<file path="config.mk">
export PLATFORM = sky130hd
export DESIGN_NAME = sb_tx_line_ctrl
export DESIGN_NICKNAME = d
export VERILOG_FILES = /design/src/rtl/usb4_sb_pkg.sv /design/src/rtl/sb_tx_line_ctrl.sv
export SDC_FILE = /design/constraint.sdc
export NUM_CORES = 1
export LEC_CHECK = 0
export BUFFER_PORTS_ARGS = -buffer_cell sky130_fd_sc_hd__buf_4
export CAP_MARGIN = 20
export CORE_MARGIN = 2
export CORE_UTILIZATION = 55
export CTS_CLUSTER_DIAMETER = 150
export DETAILED_ROUTE_END_ITERATION = 10
export PLACE_DENSITY = 0.77
export SYNTH_ARGS = -nofsm -noshare
export SYNTH_HDL_FRONTEND = slang
export SYNTH_SLANG_ARGS = --single-unit
</file>
<file path="constraint.sdc">
create_clock -name sb_clk -period 3.3 [get_ports sb_clk]
set_input_delay 0.495 -clock sb_clk [delete_from_list [all_inputs] [get_ports sb_clk]]
set_output_delay 0.495 -clock sb_clk [all_outputs]
set_load 0.01 [all_outputs]
</file>
<file path="src/rtl/usb4_sb_pkg.sv">
`default_nettype none
// ============================================================================
// Module      : usb4_sb_pkg
// Description : Shared types and default timing constants for the USB4
//               sideband line logic (transmit line controller and receive
//               timer).
// Revision    : 1.0 - initial release
// ============================================================================
package usb4_sb_pkg;

    // Encoding is visible on tx_state, so the values are fixed.
    typedef enum logic [1:0] {
        DISC_HOLD  = 2'd0,
        DISC_IDLE  = 2'd1,
        CONNECTING = 2'd2,
        CONNECTED  = 2'd3
    } sb_tx_state_e;

    // Default timing, in sideband clock cycles.
    localparam int unsigned c_tdisconnect_tx_default   = 50;
    localparam int unsigned c_tconnect_tx_default      = 25;
    localparam int unsigned c_tconnect_timeout_default = 500;

endpackage
`default_nettype wire

</file>
<file path="src/rtl/sb_tx_line_ctrl.sv">
`default_nettype none
// ============================================================================
// Module      : sb_tx_line_ctrl
// Description : Transmit-side sideband line controller for USB4 lane init.
//               Holds SBTX low for a minimum disconnect time, raises it on a
//               connect request and declares link-up once the far end is
//               seen connected. Aborts back to disconnect on timeout.
// Ports       : sb_clk              - sideband clock
//               rst                 - asynchronous reset, active-high
//               disconnect_req      - request/hold disconnect (highest prio)
//               connect_req         - request connect (DISC_IDLE only)
//               sbrx_connected      - far end seen connected
//               sbtx                - registered sideband TX line
//               tx_state            - current state encoding
//               tdisconnect_tx_done - high while in DISC_IDLE
//               link_up             - high while in CONNECTED
//               connect_fail        - one-cycle pulse on CONNECTING timeout
// Revision    : 1.0 - initial release
// ============================================================================
module sb_tx_line_ctrl
    import usb4_sb_pkg::*;
#(
    parameter int unsigned TDISCONNECT_TX   = c_tdisconnect_tx_default,
    parameter int unsigned TCONNECT_TX      = c_tconnect_tx_default,
    parameter int unsigned TCONNECT_TIMEOUT = c_tconnect_timeout_default
) (
    input  logic       sb_clk,
    input  logic       rst,
    input  logic       disconnect_req,
    input  logic       connect_req,
    input  logic       sbrx_connected,
    output logic       sbtx,
    output logic [1:0] tx_state,
    output logic       tdisconnect_tx_done,
    output logic       link_up,
    output logic       connect_fail
);

    localparam int unsigned CNT_W = $clog2(TCONNECT_TIMEOUT + 1);

    localparam logic [CNT_W-1:0] c_disc_last    = CNT_W'(TDISCONNECT_TX - 1);
    localparam logic [CNT_W-1:0] c_conn_min     = CNT_W'(TCONNECT_TX - 1);
    localparam logic [CNT_W-1:0] c_timeout_last = CNT_W'(TCONNECT_TIMEOUT - 1);
    localparam logic [CNT_W-1:0] c_cnt_sat      = '1;

    // Parameter sanity; the last term guards the shared counter being too
    // narrow to reach the disconnect hold terminal count.
    if ((TCONNECT_TIMEOUT <= TCONNECT_TX) || (TDISCONNECT_TX < 2) ||
        (TCONNECT_TX < 1) || (TDISCONNECT_TX > (1 << CNT_W))) begin : g_param_check
        $error("sb_tx_line_ctrl: illegal timing parameters");
    end

    sb_tx_state_e     r_state;
    sb_tx_state_e     w_state_nxt;
    logic [CNT_W-1:0] r_cnt;
    logic             w_timeout;

    logic             r_sbtx;
    logic             r_done;
    logic             r_link;
    logic             r_fail;
    logic             w_sbtx_nxt;
    logic             w_done_nxt;
    logic             w_link_nxt;
    logic             w_fail_nxt;

    // ------------------------------------------------------------------
    // State, counter and output registers
    // ------------------------------------------------------------------
    always_ff @(posedge sb_clk or posedge rst) begin
        if (rst) begin
            r_state <= DISC_HOLD;
            r_cnt   <= '0;
            r_sbtx  <= 1'b0;
            r_done  <= 1'b0;
            r_link  <= 1'b0;
            r_fail  <= 1'b0;
        end else begin
            r_state <= w_state_nxt;
            // Shared counter restarts on every state entry. It saturates so
            // long dwell in DISC_IDLE/CONNECTED can never wrap into a
            // spurious terminal count.
            if (w_state_nxt != r_state) begin
                r_cnt <= '0;
            end else if (r_cnt != c_cnt_sat) begin
                r_cnt <= r_cnt + 1'b1;
            end
            r_sbtx  <= w_sbtx_nxt;
            r_done  <= w_done_nxt;
            r_link  <= w_link_nxt;
            r_fail  <= w_fail_nxt;
        end
    end

    // ------------------------------------------------------------------
    // Next-state decode
    // ------------------------------------------------------------------
    always_comb begin
        w_state_nxt = r_state;
        w_timeout   = 1'b0;
        unique case (r_state)
            DISC_HOLD: begin
                // disconnect_req deliberately does not restart the hold.
                if (r_cnt == c_disc_last) begin
                    w_state_nxt = DISC_IDLE;
                end
            end
            DISC_IDLE: begin
                if (connect_req && !disconnect_req) begin
                    w_state_nxt = CONNECTING;
                end
            end
            CONNECTING: begin
                // Qualification is tested before timeout so a coincident
                // far-end connect on the last cycle still brings the link up.
                if (disconnect_req) begin
                    w_state_nxt = DISC_HOLD;
                end else if ((r_cnt >= c_conn_min) && sbrx_connected) begin
                    w_state_nxt = CONNECTED;
                end else if (r_cnt == c_timeout_last) begin
                    w_state_nxt = DISC_HOLD;
                    w_timeout   = 1'b1;
                end
            end
            CONNECTED: begin
                if (disconnect_req || !sbrx_connected) begin
                    w_state_nxt = DISC_HOLD;
                end
            end
            default: w_state_nxt = DISC_HOLD;
        endcase
    end

    // ------------------------------------------------------------------
    // Output decode from the next state so outputs change on the same edge
    // that enters the new state.
    // ------------------------------------------------------------------
    always_comb begin
        w_sbtx_nxt = (w_state_nxt == CONNECTING) || (w_state_nxt == CONNECTED);
        w_done_nxt = (w_state_nxt == DISC_IDLE);
        w_link_nxt = (w_state_nxt == CONNECTED);
        w_fail_nxt = w_timeout;
    end

    assign sbtx                = r_sbtx;
    assign tx_state            = r_state;
    assign tdisconnect_tx_done = r_done;
    assign link_up             = r_link;
    assign connect_fail        = r_fail;

endmodule
`default_nettype wire
</file>
==> impl_results.md, run 1 <==
* Critical R2R Launch: r_cnt[0]$_DFFE_PP0P_
* Largest stage delay on the critical path at ~440 ps
* Global-route wire length before repair at between 2 and 3 mm
* Max FO, Critical Path at 8
* Crit Path Class: flip-flop to flip-flop
* Worst path cell trace: ha_1 -> nand2_1 -> nor3_1 -> ha_1 -> nand4b_1 -> nor2_1 -> xnor2_1 -> nor2_1
* Outcome: finished clean
* Reg-to-reg endpoint: r_cnt[6]$_DFFE_PP0P_
* Register-to-Register Path Depth at 8
* Max Fclk at approximately 500 MHz
* Diode count at 0
* Synthesized-area fraction occupied by and/or/nand/nor cells at 25.4%
* Die ar. at 0.00185 mm2
* Layout Cells excl Fill at 110
* Multiplexer share of the synthesized area at roughly 2.4%
* Pwr dens at 655 mW/mm2
* Largest delay contributor family on the critical path: adder cells
* Max cap viols at 0
* Bufs on Longest Clock Path at 2
* TritonCTS buffer count at 3
* Ports at 11
* Mapped cell area at roughly 840 um2
* Vias in the first global route at approximately 590
* Dpl cells at 106
* Synth cell types at 31
* Most frequent cells in the layout: 15 x nor2_1, 14 x dfrtp_1, 10 x buf_4
* Layout Skew at between 3 and 4 ps
* WP data required at 3460 ps
* Slew @ Worst Pin at approximately 530 ps
* XOR/XNOR share of the synthesized area at ~7.3%
* Clk Latency, worst-skew pair at 280 ps
* Area Growth Syn to Fin at 14.3%
* Synth area leader: dfrtp_1
* Synth warnings at 0
* Slew margin rel. at 64.9%
* Register-to-register setup slack at 1300 ps
* CP max stage cell: dfrtp_1
* Starting Density at ~57%
* Max VDD drop at a little under 0.0004 V
* Post-CTS setup buffers at 0
* Antenna violations before repair at 0
* PnR worst setup slack at about 1300 ps
* Adder-Cell Fraction of Synth Area at ~6%
* Avg Cell Area, Syn at ~10 um2
* Clock root buffer: clkbuf_4
* Worst path depth at 8
* Grt ovf at 0
* CTS tree: done
* Via count at 621
* Syn Nets at slightly above 90
* Core Region at about 0.0015 mm2
* GRT Total Usage at between 10% and 20%
* Final-report setup violation count at 0
* FFs w/ async S/R, synth at 100%
* Die Height at 43.0 um
* Number of flops mapped to enable cells by yosys at 0
* Critical Path End Type: flip-flop
* Initial DRC count at 13
* Placer Congestion at 0.909
* Post-cts resize count at 0
* Cells after Synth at about 80
* DP HPWL at around 1.2 mm
* CP endpoint: r_cnt[6]$_DFFE_PP0P_
* Switching share of power at about two fifths
* Total Power at approximately 0.63 mW
* Worst EP arrival at about 2200 ps
* Fin crit period at 2000 ps
* Post-synthesis sequential area ratio at roughly two fifths
* Pre-antenna DRT Iters at 4
* Nets at 104
* Worst path bufs/invs at 0
* Hold Fails Final Rpt at 0
* Post-DR wirelength/cell at about 15 um
* Reg power frac at 43.4%
* Hold Path Class: input port to asynchronous set/reset pin
* Startpoint Class: flip-flop
* Commonest non-fill, non-tap cell in the layout: nor2_1
* Cts hold-fix bufs at 0
* Clk network pwr share at 19.0%
* Total negative slack at 0 ps
* Internal cell power at around 0.39 mW
* Slew Limit Fails at 0
* Clk slew on worst S/H paths at ~80 ps
* RSZ-0062 raised after global routing: no
* Part of the power in combinational logic at ~38%
* Switching Power at around 0.24 mW
* Pin count of the biggest net entering global routing at 15
* Area fraction in compound gates after synthesis at 13.1%
* Placement Setup Slack at approximately 1400 ps
* DRT Wirelength at between 1.5 and 2 mm
* Share of cells above drive strength 1 at 20.2%
* Fin crit share at between 60% and 70%
* IO Port Bufs at 10
* Drt drc at 0
* Num rows at 14
* Main combinational cell family by area after synthesis: simple AND/OR/NAND/NOR gates
* CTS sink count at 14
* Synth top area share at between 40% and 50%
* Number of synthesized register bits at 14
* Static Leakage at 0.429 nW
* Critical Path Start: r_cnt[0]$_DFFE_PP0P_
* Vias per inst at ~5.6
* Primary FF master, synth: dfrtp_1
* Floorplan die width at 43.0 um
* Top post-synthesis cells by area: dfrtp_1 42%, nor2_1 6.7%, ha_1 6.0%
* H-tree depth at 1
* Post-DRT Antenna Nets at 0
-- state kept, by name, summed over array words and instances, names as in the netlist --
signal / flops
link_up: 1
r_cnt: 9
tx_state: 1
tdisconnect_tx_done: 1
sbtx: 1
connect_fail: 1
-- logic make-up (layout without fill, tap and decap cells) --
logic type,Yosys count,after routing
AOI/OAI and AO/OA,10,10
buffers and inverters,8,20
muxes,2,2
and+or+nand+nor,37,37
DFF,14,14
xor gates and xnor gates,7,7
adders and majority gates,4,4
-- final cells by class --
class	count	area, um2
well taps	16	20.0
multi-input cells	60	454
fillers	125	513
repair buffers	10	75.1
inverters	6	22.5
clock buffers	4	36.3
flip-flops and latches	14	350
-- cell usage after synthesis (2+ instances only) --
library cell and count:
nor2_1 15, dfrtp_1 14, inv_1 6, nand2_1 5
xnor2_1 5, ha_1 4, nand4b_1 3, a21oi_1 2
mux2i_1 2, nand4_1 2, nor3_1 2, nor4_1 2
xor2_1 2
-- worst reg2reg max path, delay by kind of cell (launching register included) --
kind          cells  cell delay [ps]
xor+xnor          1              150
flops             1              440
fa+ha+maj         2              680
simple gates      5              610
-- per-stage QoR --
step / instance area [um2] / hold slack (ps) / utilization [%]
after global placement: 922 / 560 / 62.7
after global routing: 958 / 303 / 65.1
final: 958 / 249 / 65.1
after floorplan: 838 / 384 / -
after CTS: 958 / 256 / 65.1
after detailed placement: 922 / 564 / 62.7
-- worst min-delay path by stage --
stage                     start                       endpoint  cells past startpoint
after floorplan             rst         connect_fail$_DFF_PP0_                      1
after global placement      rst  tdisconnect_tx_done$_DFF_PP0_                      2
after detailed placement    rst  tdisconnect_tx_done$_DFF_PP0_                      2
after CTS                   rst                 sbtx$_DFF_PP0_                      2
after global routing        rst                 sbtx$_DFF_PP0_                      2
final                       rst                 sbtx$_DFF_PP0_                      2
-- power groups by stage --
stage	Combinational, mW	Sequential [mW]	Clock, mW
after global routing	0.259	0.279	0.130
after detailed placement	0.234	0.274	0
after CTS	0.236	0.271	0.124
after global placement	0.228	0.272	0
after floorplan	0.162	0.270	0
final	0.236	0.272	0.119
-- metal layers --
metal	track usage, %	up-vias	part of all wire (%)
li1	-	311	-
met1	26.7	292	48
met2	28.8	16	46
met3	7.66	2	5.2
met4	5.45	0	0.81
met5	0	-	0
(Power assumes the default switching activity.)
==> run 2, diff against run 1 <==
--- a/config.mk
+++ b/config.mk
@@ -8,10 +8,10 @@
 export BUFFER_PORTS_ARGS = -buffer_cell sky130_fd_sc_hd__buf_4
 export CAP_MARGIN = 20
 export CORE_MARGIN = 2
-export CORE_UTILIZATION = 55
+export CORE_UTILIZATION = 49
 export CTS_CLUSTER_DIAMETER = 150
 export DETAILED_ROUTE_END_ITERATION = 10
-export PLACE_DENSITY = 0.77
+export PLACE_DENSITY = 0.72
 export SYNTH_ARGS = -nofsm -noshare
 export SYNTH_HDL_FRONTEND = slang
 export SYNTH_SLANG_ARGS = --single-unit
==> constraint.sdc (replaced) <==
create_clock -name sb_clk -period 1.7 [get_ports sb_clk]
set_input_delay 0.255 -clock sb_clk [delete_from_list [all_inputs] [get_ports sb_clk]]
set_output_delay 0.255 -clock sb_clk [all_outputs]
set_load 0.01 [all_outputs]
==> run 2 against run 1 <==
Against the previous run:
- clock skew grew 9.0 ps
- sequential share of layout area shrank 4.8 points
- critical path type unchanged
- largest cell class unchanged
- power grew 110%
==> impl_results.md, run 2 (same netlist as run 1, synthesis figures left out) <==
* Crit Path Class: flip-flop to flip-flop (unchanged)
* Final core utilization at 71.1% (was 65.1%)
* Pin count of the biggest net entering global routing at 15 (unchanged)
* CP max stage cell: dfrtp_1 (unchanged)
* Clock root buffer: clkbuf_4 (unchanged)
* IO Port Bufs at 10 (unchanged)
* Multi-input logic area at 500 um2 (was 454 um2)
* Post-DRT Antenna Nets at 0 (unchanged)
* Startpoint Class: flip-flop (unchanged)
* Layout Skew at 12.3 ps (was 3.22 ps)
* Num rows at 14 (unchanged)
* DRT Wirelength at 1.80 mm (was 1.61 mm)
* Nets at 119 (was 104)
* Register-to-Register Path Depth at 8 (unchanged)
* Share of cells above drive strength 1 at 38.5% (was 20.2%)
* DP HPWL at 1.37 mm (was 1.19 mm)
* Final-report setup violation count at 0 (unchanged)
* Worst EP arrival at 1790 ps (was 2160 ps)
* Hold Path Class: input port to asynchronous set/reset pin (unchanged)
* GRT Total Usage at 20.8% (was 19.5%)
* Bufs on Longest Clock Path at 2 (unchanged)
* Diode count at 0 (unchanged)
* Slew Limit Fails at 0 (unchanged)
* Pre-antenna DRT Iters at 4 (unchanged)
* Max Fclk at 608 MHz (was 500 MHz)
* CTS tree: done (unchanged)
* Max FO, Critical Path at 5 (was 8)
* Hold Fails Final Rpt at 0 (unchanged)
* Max VDD drop at 0.000760 V (was 0.000384 V)
* Initial DRC count at 2 (was 13)
* Ports at 11 (unchanged)
* Critical Path End Type: flip-flop (unchanged)
* Total Power at 1.31 mW (was 0.628 mW)
* TritonCTS buffer count at 3 (unchanged)
* RSZ-0062 raised after global routing: yes (was no)
* Vias per inst at 5.53 (was 5.65)
* FF+latch area at 352 um2 (was 350 um2)
* Largest stage delay on the critical path at 430 ps (was 440 ps)
* Largest register FFs at 9 (unchanged)
* Fin crit share at 96.7% (was 60.6%)
* Floorplan die width at 45.4 um (was 43.0 um)
* Worst path cell trace: ha_4 -> nand2_2 -> nor3_2 -> ha_2 -> nand4b_1 -> nor2_1 -> xnor2_1 -> nor2_1 (was ha_1 -> nand2_1 -> nor3_1 -> ha_1 -> nand4b_1 -> nor2_1 -> xnor2_1 -> nor2_1)
* Most frequent cells in the layout: 25 x buf_4, 15 x nor2_1, 13 x dfrtp_1 (was 15 x nor2_1, 14 x dfrtp_1, 10 x buf_4)
* Clk slew on worst S/H paths at 90 ps (was 80 ps)
* Antenna violations before repair at 0 (unchanged)
* Drt drc at 0 (unchanged)
* Grt ovf at 0 (unchanged)
* Fin crit period at 1640 ps (was 2000 ps)
* CTS sink count at 14 (unchanged)
* Static Leakage at 0.504 nW (was 0.429 nW)
* Worst hold slack at 5.83 ps (was 249 ps)
* Slew margin rel. at 66.0% (was 64.9%)
* Clk Latency, worst-skew pair at 270 ps (was 280 ps)
* Global-route wire length before repair at 3.04 mm (was 2.59 mm)
* Pwr dens at 1180 mW/mm2 (was 655 mW/mm2)
* WP data required at 1840 ps (was 3460 ps)
* Post-DR wirelength/cell at 14.4 um (was 14.6 um)
* Starting Density at 53.8% (was 57.0%)
* H-tree depth at 1 (unchanged)
* Die Height at 45.4 um (was 43.0 um)
* Most common cell on crit path: nor2_1
* Area Growth Syn to Fin at 32.2% (was 14.3%)
* Placer Congestion at 0.841 (was 0.909)
* Max cap viols at 0 (unchanged)
* Commonest non-fill, non-tap cell in the layout: buf_4 (was nor2_1)
* Die ar. at 0.00206 mm2 (was 0.00185 mm2)
* Vias in the first global route at 704 (was 585)
* Outcome: finished clean (unchanged)
* Biggest register: r_cnt (unchanged)
* Core Region at 0.00156 mm2 (was 0.00147 mm2)
* Slew @ Worst Pin at 510 ps (was 526 ps)
* Via count at 691 (was 621)
* Cts hold-fix bufs at 0 (unchanged)
* Fill count at 113 (was 125)
[run 2: worst max-delay path: cells and delay by family, from the launching register on]
kind / cells / cell delay (ps)
AND/OR/NAND/NOR: 5 / 560
flip-flops: 1 / 430
adder cells (fa/ha/maj): 2 / 390
XOR/XNOR: 1 / 130
[run 2: cell type report]
cell class                 count  area share [%]
multi-input combinational     60            45.1
sequential                    14            31.7
timing repair buffer          25            16.9
clock buffer                   4            2.37
inverter                       6            2.03
tap                           16            1.81
[run 2: timing repair]
| item | 4_1_cts | 5_1_grt |
|---|---|---|
| buffers inserted | 1 | 2 |
| endpoints found under the setup margin | 1 | 9 |
| resized for setup | 0 | 6 |
| pin swaps | 0 | 3 |
[run 2: power by group]
group / internal (mW) / leakage [nW] / switching, mW / total (mW)
Combinational: 0.308 / 0.304 / 0.327 / 0.635
Clock: 0.0908 / 0.0150 / 0.0971 / 0.188
Sequential: 0.413 / 0.185 / 0.0759 / 0.489
[run 2: path summary, 6_finish.rpt]
path,slack (ps),startpoint,to
setup reg to reg,60,r_cnt[1]$_DFFE_PP0P_,r_cnt[6]$_DFFE_PP0P_
hold reg to reg,630,sbtx$_DFF_PP0_,tx_state[0]$_DFF_PP0_
max in group asynchronous,1330,rst,r_cnt[0]$_DFFE_PP0P_
setup / recovery,60,r_cnt[1]$_DFFE_PP0P_,r_cnt[6]$_DFFE_PP0P_
hold / removal,6,rst,r_cnt[1]$_DFFE_PP0P_
min in group sb_clk,290,sbrx_connected,connect_fail$_DFF_PP0_
[run 2: layer usage]
metal | track usage, % | share of wire [%] | vias to the layer above
met4 | 7.06 | 0.61 | 0
met3 | 6.00 | 3.1 | 2
li1 | - | - | 341
met1 | 29.0 | 47 | 339
met5 | 0 | 0 | -
met2 | 30.9 | 49 | 9
[run 2: through the flow]
stage,setup TNS (ps),setup slack [ps],std cells,instance area (um2)
final,0,55.4,125,1110
after global routing,-13.1,-11.6,125,1110
after CTS,0,8.40,123,1070
after detailed placement,0,22.0,118,1030
after global placement,0,66.8,118,1030
after floorplan,0,0.0686,82,862
==> run 3, diff against run 2 <==
==> constraint.sdc (replaced) <==
create_clock -name sb_clk -period 1.4 [get_ports sb_clk]
set_input_delay 0.21 -clock sb_clk [delete_from_list [all_inputs] [get_ports sb_clk]]
set_output_delay 0.21 -clock sb_clk [all_outputs]
set_load 0.01 [all_outputs]
==> run 3 against run 2 <==
Against the previous run:
- the flow now finishes with violations (setup timing)
- maximum frequency shrank 3.4%
- first-iteration DRC count grew to 13 times the previous value
- sequential share of layout area shrank 5.6 points
- largest cell class unchanged
- highest routed layer unchanged
- combinational power grew 80%
==> impl_results.md, run 3 (same netlist as run 1, synthesis figures left out) <==
* RSZ-0062 raised after global routing: yes (unchanged)
* Max FO, Critical Path at 6 (was 5)
* Switching share of power at 41.1% (was 38.1%)
* Share of cells above drive strength 1 at 57.6% (was 38.5%)
* DP Area at 0.00110 mm2 (was 0.00103 mm2)
* Worst path depth at 8 (unchanged)
* Pin count of the biggest net entering global routing at 15 (unchanged)
* Fin crit share at 122% (was 96.7%)
* Slew Limit Fails at 0 (unchanged)
* Reg power frac at 29.7% (was 37.3%)
* Max VDD drop at 0.00117 V (was 0.000760 V)
* Internal cell power at 1.22 mW (was 0.812 mW)
* Post-DRT Antenna Nets at 0 (unchanged)
* Max Fclk at 587 MHz (was 608 MHz)
* Slew @ Worst Pin at 575 ps (was 510 ps)
* Floorplan die width at 45.4 um (unchanged)
* Layout Skew at 12.2 ps (was 12.3 ps)
* Nets at 135 (was 119)
* Fin crit period at 1700 ps (was 1640 ps)
* Most common cell on crit path: ha_4 (was nor2_1)
* Largest register FFs at 9 (unchanged)
* TritonCTS buffer count at 3 (unchanged)
* CP endpoint: r_cnt[6]$_DFFE_PP0P_ (unchanged)
* Post-DR wirelength/cell at 20.7 um (was 14.4 um)
* Largest delay contributor family on the critical path: simple AND/OR/NAND/NOR gates (unchanged)
* Global-route wire length before repair at 4.16 mm (was 3.04 mm)
* Outcome: complete, but fails checks (was finished clean)
* Reg-to-reg endpoint: r_cnt[6]$_DFFE_PP0P_ (unchanged)
* Drt drc at 0 (unchanged)
* Critical R2R Launch: r_cnt[1]$_DFFE_PP0P_ (unchanged)
* Register-to-register setup slack at -300 ps (was 60 ps)
* Worst path bufs/invs at 0 (unchanged)
* Hold path cells at 3
* Starting Density at 53.8% (unchanged)
* CTS sink count at 14 (unchanged)
* PnR worst setup slack at -303 ps (was 55.4 ps)
* Critical Path Start: r_cnt[1]$_DFFE_PP0P_ (unchanged)
* Bufs on Longest Clock Path at 2 (unchanged)
* Clk slew on worst S/H paths at 100 ps (was 90 ps)
* Final-report setup violation count at 10 (was 0)
* DRT Wirelength at 2.92 mm (was 1.80 mm)
* Fill count at 72 (was 113)
* Clock root buffer: clkbuf_4 (unchanged)
* Max cap viols at 0 (unchanged)
* Core Region at 0.00156 mm2 (unchanged)
* Slew margin rel. at 61.6% (was 66.0%)
* Die ar. at 0.00206 mm2 (unchanged)
* Startpoint Class: flip-flop (unchanged)
* Commonest non-fill, non-tap cell in the layout: buf_4 (unchanged)
* GRT Total Usage at 29.6% (was 20.8%)
* Via count at 853 (was 691)
* Switching Power at 0.848 mW (was 0.500 mW)
* CTS tree: done (unchanged)
* Placement Setup Slack at -255 ps (was 22.0 ps)
* Placer Congestion at 0.906 (was 0.841)
* Failing checks: setup timing
* Pre-antenna DRT Iters at 4 (unchanged)
* Worst EP arrival at 1890 ps (was 1790 ps)
* Initial DRC count at 26 (was 2)
* Ports at 11 (unchanged)
* Clk Latency, worst-skew pair at 300 ps (was 270 ps)
* Diode count at 0 (unchanged)
* Vias in the first global route at 833 (was 704)
* Final Instance Area at 0.00137 mm2 (was 0.00111 mm2)
* Die Height at 45.4 um (unchanged)
* IO Port Bufs at 10 (unchanged)
* Hold Fails Final Rpt at 0 (unchanged)
* Static Leakage at 0.625 nW (was 0.504 nW)
* H-tree depth at 1 (unchanged)
* Vias per inst at 6.05 (was 5.53)
* Crit Path Class: flip-flop to flip-flop (unchanged)
* Largest stage delay on the critical path at 450 ps (was 430 ps)
* Most frequent cells in the layout: 35 x buf_4, 12 x nor2_1, 9 x dfrtp_1 (was 25 x buf_4, 15 x nor2_1, 13 x dfrtp_1)
* Register-to-Register Path Depth at 8 (unchanged)
* Part of the power in combinational logic at 55.4% (was 48.4%)
* Clk network pwr share at 14.9% (was 14.3%)
* CP max stage cell: dfrtp_1 (unchanged)
* Worst path cell trace: ha_4 -> nand2_4 -> nor3_4 -> ha_4 -> nand4b_1 -> nor2_2 -> xnor2_1 -> nor2_1 (was ha_4 -> nand2_2 -> nor3_2 -> ha_2 -> nand4b_1 -> nor2_1 -> xnor2_1 -> nor2_1)
* DP HPWL at 1.60 mm (was 1.37 mm)
* Area Growth Syn to Fin at 63.1% (was 32.2%)
* Num rows at 14 (unchanged)
* WP data required at 1590 ps (was 1840 ps)
* Grt ovf at 0 (unchanged)
* Biggest register: r_cnt (unchanged)
* Hold Path Class: input port to flip-flop (was input port to asynchronous set/reset pin)
* Critical Path End Type: flip-flop (unchanged)
* Antenna violations before repair at 0 (unchanged)
* Pwr dens at 1510 mW/mm2 (was 1180 mW/mm2)
-- run 3: per-stage QoR --
step	instances	total power [mW]	utilization, %	setup TNS, ps	hold WS (ps)
after floorplan	82	1.06	-	-1200	99.1
after global placement	125	1.41	70.3	-1180	280
after detailed placement	125	1.44	70.3	-1620	301
after CTS	135	1.86	80.5	-1150	207
after global routing	141	2.16	87.7	-2910	228
final	141	2.06	87.7	-2170	212
-- run 3: what timing repair did --
action / CTS / global route
setup buffers: 4 / 7
hold endpoints to repair: 14 / 0
cloned: 1 / 0
hold buffers: 1 / 0
setup endpoints to repair: 10 / 11
pin swaps: 11 / 15
resized for setup: 15 / 12
-- run 3: worst min path at each step --
stage,start,endpoint
floorplan,rst,connect_fail$_DFF_PP0_
global route,disconnect_req,connect_fail$_DFF_PP0_
CTS,sbrx_connected,link_up$_DFF_PP0_
global placement,rst,tdisconnect_tx_done$_DFF_PP0_
detailed placement,rst,r_cnt[4]$_DFFE_PP0P_
finish,disconnect_req,connect_fail$_DFF_PP0_
-- run 3: worst min-delay path: stages --
cell	delay [ps]
buf_4	80
or3b_4	140
nor2_1	40
-- run 3: power by group through the flow --
| stage | sequential [mW] | clock, mW | combinational (mW) |
|---|---|---|---|
| 2_1_floorplan | 0.655 | 0 | 0.401 |
| 3_3_place_gp | 0.591 | 0 | 0.820 |
| 3_5_place_dp | 0.600 | 0 | 0.837 |
| 4_1_cts | 0.600 | 0.306 | 0.950 |
| 5_1_grt | 0.620 | 0.321 | 1.22 |
| 6_report | 0.614 | 0.307 | 1.14 |
-- run 3: area by class of cell --
type | instances | area [um2] | area share, %
Inverter | 6 | 22.5 | 1.65
Tap cell | 16 | 20.0 | 1.46
Sequential cell | 14 | 357 | 26.1
Multi-Input combinational cell | 61 | 606 | 44.3
Timing Repair Buffer | 40 | 327 | 23.9
Clock buffer | 4 | 36.3 | 2.65
-- run 3: routing by layer --
metal	track usage, %	vias to the layer above	share of wire (%)
met5	0	-	0
met3	5.60	13	7.4
li1	-	375	-
met4	15.3	0	3.9
met2	41.4	47	47
met1	43.2	418	42
